<file path="src/rtl/pipe_ctrl_pkg.sv">
// Shared types and constants for the pipeline stall/flush controller.
//   pctl_state_t : controller FSM state (RUN / MD_BUSY)
//   ctrl_t       : per-cycle PC and stage-register enable/flush bundle
package pipe_ctrl_pkg;

  localparam int unsigned REG_W = 5;

  localparam logic [REG_W-1:0] REG_ZERO = 5'd0;

  typedef enum logic [0:0] {
    RUN     = 1'b0,
    MD_BUSY = 1'b1
  } pctl_state_t;

  typedef struct packed {
    logic pc_en;
    logic if_id_en;
    logic if_id_flush;
    logic id_ex_en;
    logic id_ex_flush;
    logic ex_mem_en;
    logic ex_mem_flush;
    logic mem_wb_en;
    logic mem_wb_flush;
  } ctrl_t;

  // Free-running pipeline: every stage advances, nothing is squashed.
  localparam ctrl_t CTRL_RUN   = ctrl_t'(9'b1_10_10_10_10);
  // Reset: squash every stage register and freeze the PC.
  localparam ctrl_t CTRL_RST   = ctrl_t'(9'b0_01_01_01_01);
  // Memory wait: freeze everything up to EX/MEM, bubble into MEM/WB.
  localparam ctrl_t CTRL_DMEM  = ctrl_t'(9'b0_00_00_00_11);
  // Mul/div in flight: freeze front end, bubble into EX/MEM, let MEM/WB drain.
  localparam ctrl_t CTRL_MDH   = ctrl_t'(9'b0_00_00_01_10);
  // Taken branch/jump: load target, squash the two wrong-path instructions.
  localparam ctrl_t CTRL_REDIR = ctrl_t'(9'b1_11_11_10_10);
  // Load-use: hold PC and IF/ID, insert one bubble into ID/EX.
  localparam ctrl_t CTRL_LU    = ctrl_t'(9'b0_00_11_10_10);

endpackage

</file>
<file path="src/rtl/pipe_ctrl_hazard_detect.sv">
// Combinational load-use hazard detection.
//   inputs : ID source indices and use flags, EX destination and load flag
//   outputs: load_use_c - ID instruction needs the result of the load in EX
module hazard_detect
  import pipe_ctrl_pkg::*;
(
  input  logic [REG_W-1:0] id_rs1,
  input  logic [REG_W-1:0] id_rs2,
  input  logic             id_use_rs1,
  input  logic             id_use_rs2,
  input  logic [REG_W-1:0] ex_rd,
  input  logic             ex_mem_read,
  output logic             load_use_c
);

  logic rs1_hit;
  logic rs2_hit;

  assign rs1_hit    = id_use_rs1 && (id_rs1 == ex_rd);
  assign rs2_hit    = id_use_rs2 && (id_rs2 == ex_rd);
  // x0 is hardwired to zero, so a load into it never creates a dependency.
  assign load_use_c = ex_mem_read && (ex_rd != REG_ZERO) && (rs1_hit || rs2_hit);

endmodule

</file>
<file path="src/rtl/pipe_ctrl.sv">
// Stall/flush controller for the 5-stage RV32IM pipeline.
//   inputs : ID/EX hazard info, redirect, mul/div done, data-memory wait
//   outputs: PC enable, en/flush per pipeline register (combinational),
//            md_start pulse (combinational), md_timeout (sticky, registered),
//            stall_cycles performance counter (registered)
module pipe_ctrl
  import pipe_ctrl_pkg::*;
#(
  parameter int unsigned MD_MAX_CYCLES = 64,
  parameter int unsigned CNT_W         = 32
) (
  input  logic             clk,
  input  logic             rst,
  input  logic [REG_W-1:0] id_rs1,
  input  logic [REG_W-1:0] id_rs2,
  input  logic             id_use_rs1,
  input  logic             id_use_rs2,
  input  logic [REG_W-1:0] ex_rd,
  input  logic             ex_mem_read,
  input  logic             ex_is_md,
  input  logic             ex_redirect,
  input  logic             md_done,
  input  logic             dmem_stall,
  output logic             pc_en,
  output logic             if_id_en,
  output logic             if_id_flush,
  output logic             id_ex_en,
  output logic             id_ex_flush,
  output logic             ex_mem_en,
  output logic             ex_mem_flush,
  output logic             mem_wb_en,
  output logic             mem_wb_flush,
  output logic             md_start,
  output logic             md_timeout,
  output logic [CNT_W-1:0] stall_cycles
);

  localparam int unsigned     WD_W    = $clog2(MD_MAX_CYCLES + 1);
  localparam logic [WD_W-1:0] WD_LAST = WD_W'(MD_MAX_CYCLES - 1);

  pctl_state_t     state, state_nxt;
  logic            md_done_seen, md_done_seen_nxt;
  logic [WD_W-1:0] wd_cnt, wd_cnt_nxt;
  logic            wd_expire_c;
  logic            md_release_c;
  logic            timeout_set_c;
  logic            load_use_c;
  ctrl_t           ctrl_c;

  hazard_detect u_hazard (
    .id_rs1      (id_rs1),
    .id_rs2      (id_rs2),
    .id_use_rs1  (id_use_rs1),
    .id_use_rs2  (id_use_rs2),
    .ex_rd       (ex_rd),
    .ex_mem_read (ex_mem_read),
    .load_use_c  (load_use_c)
  );

  assign wd_expire_c  = (wd_cnt == WD_LAST);
  assign md_release_c = md_done || md_done_seen || wd_expire_c;

  // Next-state and stage-control decode, highest priority first.
  always_comb begin
    ctrl_c           = CTRL_RUN;
    md_start         = 1'b0;
    state_nxt        = state;
    md_done_seen_nxt = md_done_seen;
    wd_cnt_nxt       = wd_cnt;
    timeout_set_c    = 1'b0;

    if (rst) begin
      ctrl_c = CTRL_RST;
    end else if (dmem_stall) begin
      ctrl_c = CTRL_DMEM;
      // Remember a done that lands while MEM is frozen; release afterwards.
      if ((state == MD_BUSY) && md_done) begin
        md_done_seen_nxt = 1'b1;
      end
    end else if (state == MD_BUSY) begin
      if (md_release_c) begin
        ctrl_c           = CTRL_RUN;
        state_nxt        = RUN;
        md_done_seen_nxt = 1'b0;
        wd_cnt_nxt       = '0;
        timeout_set_c    = !md_done && !md_done_seen;
      end else begin
        ctrl_c     = CTRL_MDH;
        wd_cnt_nxt = wd_cnt + WD_W'(1);
      end
    end else if (ex_is_md) begin
      ctrl_c     = CTRL_MDH;
      md_start   = 1'b1;
      state_nxt  = MD_BUSY;
      wd_cnt_nxt = '0;
    end else if (ex_redirect) begin
      // Wrong-path instruction in ID makes any load-use match irrelevant.
      ctrl_c = CTRL_REDIR;
    end else if (load_use_c) begin
      ctrl_c = CTRL_LU;
    end
  end

  // State, watchdog and counter registers.
  always_ff @(posedge clk) begin
    if (rst) begin
      state        <= RUN;
      md_done_seen <= 1'b0;
      wd_cnt       <= '0;
      stall_cycles <= '0;
      md_timeout   <= 1'b0;
    end else begin
      state        <= state_nxt;
      md_done_seen <= md_done_seen_nxt;
      wd_cnt       <= wd_cnt_nxt;
      if (!ctrl_c.pc_en) begin
        stall_cycles <= stall_cycles + CNT_W'(1);
      end
      if (timeout_set_c) begin
        md_timeout <= 1'b1;
      end
    end
  end

  assign pc_en        = ctrl_c.pc_en;
  assign if_id_en     = ctrl_c.if_id_en;
  assign if_id_flush  = ctrl_c.if_id_flush;
  assign id_ex_en     = ctrl_c.id_ex_en;
  assign id_ex_flush  = ctrl_c.id_ex_flush;
  assign ex_mem_en    = ctrl_c.ex_mem_en;
  assign ex_mem_flush = ctrl_c.ex_mem_flush;
  assign mem_wb_en    = ctrl_c.mem_wb_en;
  assign mem_wb_flush = ctrl_c.mem_wb_flush;

endmodule

</file>
<file path="config.mk">
export PLATFORM = sky130hd
export DESIGN_NAME = pipe_ctrl
export DESIGN_NICKNAME = d
export VERILOG_FILES = /design/src/rtl/pipe_ctrl_pkg.sv /design/src/rtl/pipe_ctrl_hazard_detect.sv /design/src/rtl/pipe_ctrl.sv
export SDC_FILE = /design/constraint.sdc
export NUM_CORES = 1
export LEC_CHECK = 0
export ABC_CLOCK_PERIOD_IN_PS = 5600
export CAP_MARGIN = 20
export CORE_AREA = 2 2 56 110
export DETAILED_ROUTE_END_ITERATION = 6
export DIE_AREA = 0 0 58 112
export GPL_TIMING_DRIVEN = 0
export PLACE_DENSITY = 0.72
export SYNTH_ARGS = -nofsm -noshare
export SYNTH_HDL_FRONTEND = slang
export SYNTH_SLANG_ARGS = --single-unit
</file>
<file path="constraint.sdc">
create_clock -name clk -period 5.6 [get_ports clk]
set_input_delay 0.84 -clock clk [delete_from_list [all_inputs] [get_ports clk]]
set_output_delay 0.84 -clock clk [all_outputs]
set_load 0.01 [all_outputs]
</file>
==> results.toml <==
[status]
status = "complete, no violations"

[min_path]
hp-class = "reg2reg"
worstHoldStart = "md_timeout"
worst_hold_path.endpoint = "md_timeout"
worstHoldPathCells = 2

[timing]
maxSlewHeadroom_pct = 50.54
hold_slack_ns = 0.4671
hold_viol_final = 0
worstMarginPinSlew_ns = 0.7356
rsz0062_at_grt = "no"
finalSetupTns_ns = 0
drv_slew = 0
timing.final.crit_share_pct = 76.24
period_needed_ns = 4.269
timing.fmax_ghz = 0.2342
clock-skew-final_ns = 0.003595
setup_viol = 0

[global_route]
globalRouteOverflowTotal = 0
grt_usage_pct = 21.69
antenna_found_initial = 0
grt_pass1_vias = 2369
grt_first_pass_wirelength_um = 11170
grt_start_max_net_pins = 12

[drt]
avgViaCountPerCell = 5.922
drtAntennaViolNets = 0
firstDrtPassIters = 4
via_count = 2505
drt_iter0_markers = 62
drc = 0
wl_per_cell_um = 15.83
wl_um = 6695

[floorplan]
num_rows = 39
dieArea_sq_um = 6496
core_sq_um = 5660
die_w_um = 58
initial_core_util_pct = 40.32
num_io_pins = 67
die_h_um = 112

[logic_synthesis]
synth_seq_cells = 42
yosysSeqAreaShare_pct = 36.84
synth_area_leaders = "dfxtp_1 (37%), a21oi_1 (7.5%), xnor2_1 (4.2%)"
synth_nets = 317
synthArstFlopShare_pct = 0
syn_inst = 291
syn_area_per_cell_sq_um = 7.843
yosys_warnings = 0
netlist-cell-type-count = 43
ys.flop_type = "dfxtp_1"
netlist.area_leader.share_pct = 36.84
synth_area_sq_um = 2282
synth-edff-count = 0
yosysTopAreaCell = "dfxtp_1"

[finish]
fin_nets = 389
fill_cells = 554
area_growth_pct = 37.94
final_cells = 423
antenna_cells = 0
drive_gt1_share_pct = 4.972

[clocking]
ctsResizeCount = 0
cts_tree = "yes"
cts_root_buffer = "clkbuf_16"
cts_sinks = 42
clk_latency_ns = 0.28
cts_setup_buffers = 0
cts.path.max_buffers = 2
cts-hold-fix-buffers = 0
h-tree-depth = 2
numCtsBuffers = 5
clk_pin_slew_ns = 0.06

[critical_path]
cp.required_ns = 4.76
r2r_setup_slack_ns = 2.62
critPathMaxFanout = 11
start_kind = "input port"
critPathKind = "in2out"
worstPathArrival_ns = 3.43
r2r_end = "stall_cycles[27]"
r2r_start = "wd_cnt[0]"
critPathCaptureType = "primary output"
rr_worst_depth = 9

[pwr]
sw_frac_of_total_pct = 22.50
power_uw = 664.7
peakVddDrop_mv = 0.1681
p_sw_uw = 149.6
power_density_nw_per_um2 = 211.1
clock_power_share_pct = 42.0
power_leakage_nw = 1.027
intPower_uw = 515.1
p_comb_share_pct = 11.6
power_frac_seq_pct = 46.4

[placed_design]
numPortBuffers = 65
dp.cells = 417
gp_congestion = 0.8487
dp_hpwl_um = 5145

[job]
drv_cap = 0
## worst max-delay path: stages
cell and delay, ns:
clkdlybuf4s50_1 0.47, or4_1 0.54, o21ai_1 0.28, o31a_1 0.34, buf_2 0.30, buf_4 0.14
clkdlybuf4s50_1 0.52
## power groups by stage
stage	registers, mW	clock network (mW)	logic, mW
after floorplan	0.315	0	0.0355
after global placement	0.315	0	0.0761
after detailed placement	0.315	0	0.0776
after CTS	0.308	0.286	0.0779
after global routing	0.309	0.299	0.0841
final	0.308	0.279	0.0770
## how the worst max path moves through the flow
stage / slack, ns / endpoint / from / depth (start not counted)
finish: 1.33 / pc_en / ex_rd[1] / 7
CTS: 1.30 / pc_en / ex_rd[1] / 7
global placement: 1.34 / pc_en / ex_rd[1] / 7
detailed placement: 1.31 / pc_en / ex_rd[1] / 7
floorplan: 2.39 / pc_en / dmem_stall / 7
global route: 1.19 / pc_en / ex_rd[1] / 7
## registers in the layout, summed over array words and instances, names as in the netlist
signal / cells
md_done_seen: 1
wd_cnt: 7
stall_cycles: 32
state: 1
md_timeout: 1
## cell usage in the layout, fill, tap and decap left out, types with 4 or more instances in the layout
master / n
clkdlybuf4s50_1: 65
dfxtp_1: 42
a21oi_1: 34
nand2_1: 25
nor2_1: 19
o21ai_0: 18
or3_1: 15
nand3_1: 12
xnor2_1: 11
nand4_1: 10
nor3_1: 10
or4_1: 9
inv_1: 9
clkbuf_1: 9
o31ai_1: 8
and3_1: 6
clkbuf_16: 5
or2_2: 4
and2_1: 4
o21a_1: 4
## per-stage QoR
stage | util [%] | setup slack (ns) | instance area (sq um)
after global placement | 53.16 | 1.337 | 3009
final | 55.61 | 1.331 | 3148
after global routing | 55.61 | 1.186 | 3148
after floorplan | - | 2.385 | 2282
after CTS | 55.61 | 1.303 | 3148
after detailed placement | 53.16 | 1.310 | 3009
## layer usage
metal / share of wire, % / GRT usage (%) / routed length, um / vias to the layer above
met1: 36 / 23.75 / 2436 / 1170
met5: 0 / 0 / 0 / -
met2: 53 / 38.86 / 3580 / 95
met4: 2.7 / 9.302 / 182 / 0
li1: - / - / - / 1225
met3: 7.4 / 4.297 / 496 / 15
## cell families after synthesis
logic type | count (synthesis) | synth area share [%]
AND/OR/NAND/NOR | 127 | 30.48
AO/OA/AOI/OAI | 83 | 21.66
buffers and inverters | 22 | 4.001
flip-flops | 42 | 36.84
multiplexers | 3 | 1.316
XOR/XNOR | 12 | 4.605
adder cells (fa/ha/maj) | 2 | 1.096
## Yosys cell counts (all sizes together), types with 4 or more instances
library cell,count
or4,9
o21a,4
nand3,12
and2,4
dfxtp,42
or2,4
a21oi,34
nand4,11
o31ai,8
or3,16
nor3,10
nor2,19
inv,9
clkbuf,9
xnor2,11
o21ai,21
and3,6
nand2,25
## final cells by class
cell class,instances,area (sq um),area share (%)
clock buffers,6,138.9,4.412
repair buffers,65,650.6,20.67
inverters,10,37.54,1.192
multi-input cells,227,1350,42.89
plain buffers,12,53.80,1.709
well taps,61,76.32,2.424
flip-flops and latches,42,840.8,26.71
Note: power is estimated with default switching activity, not from simulation.
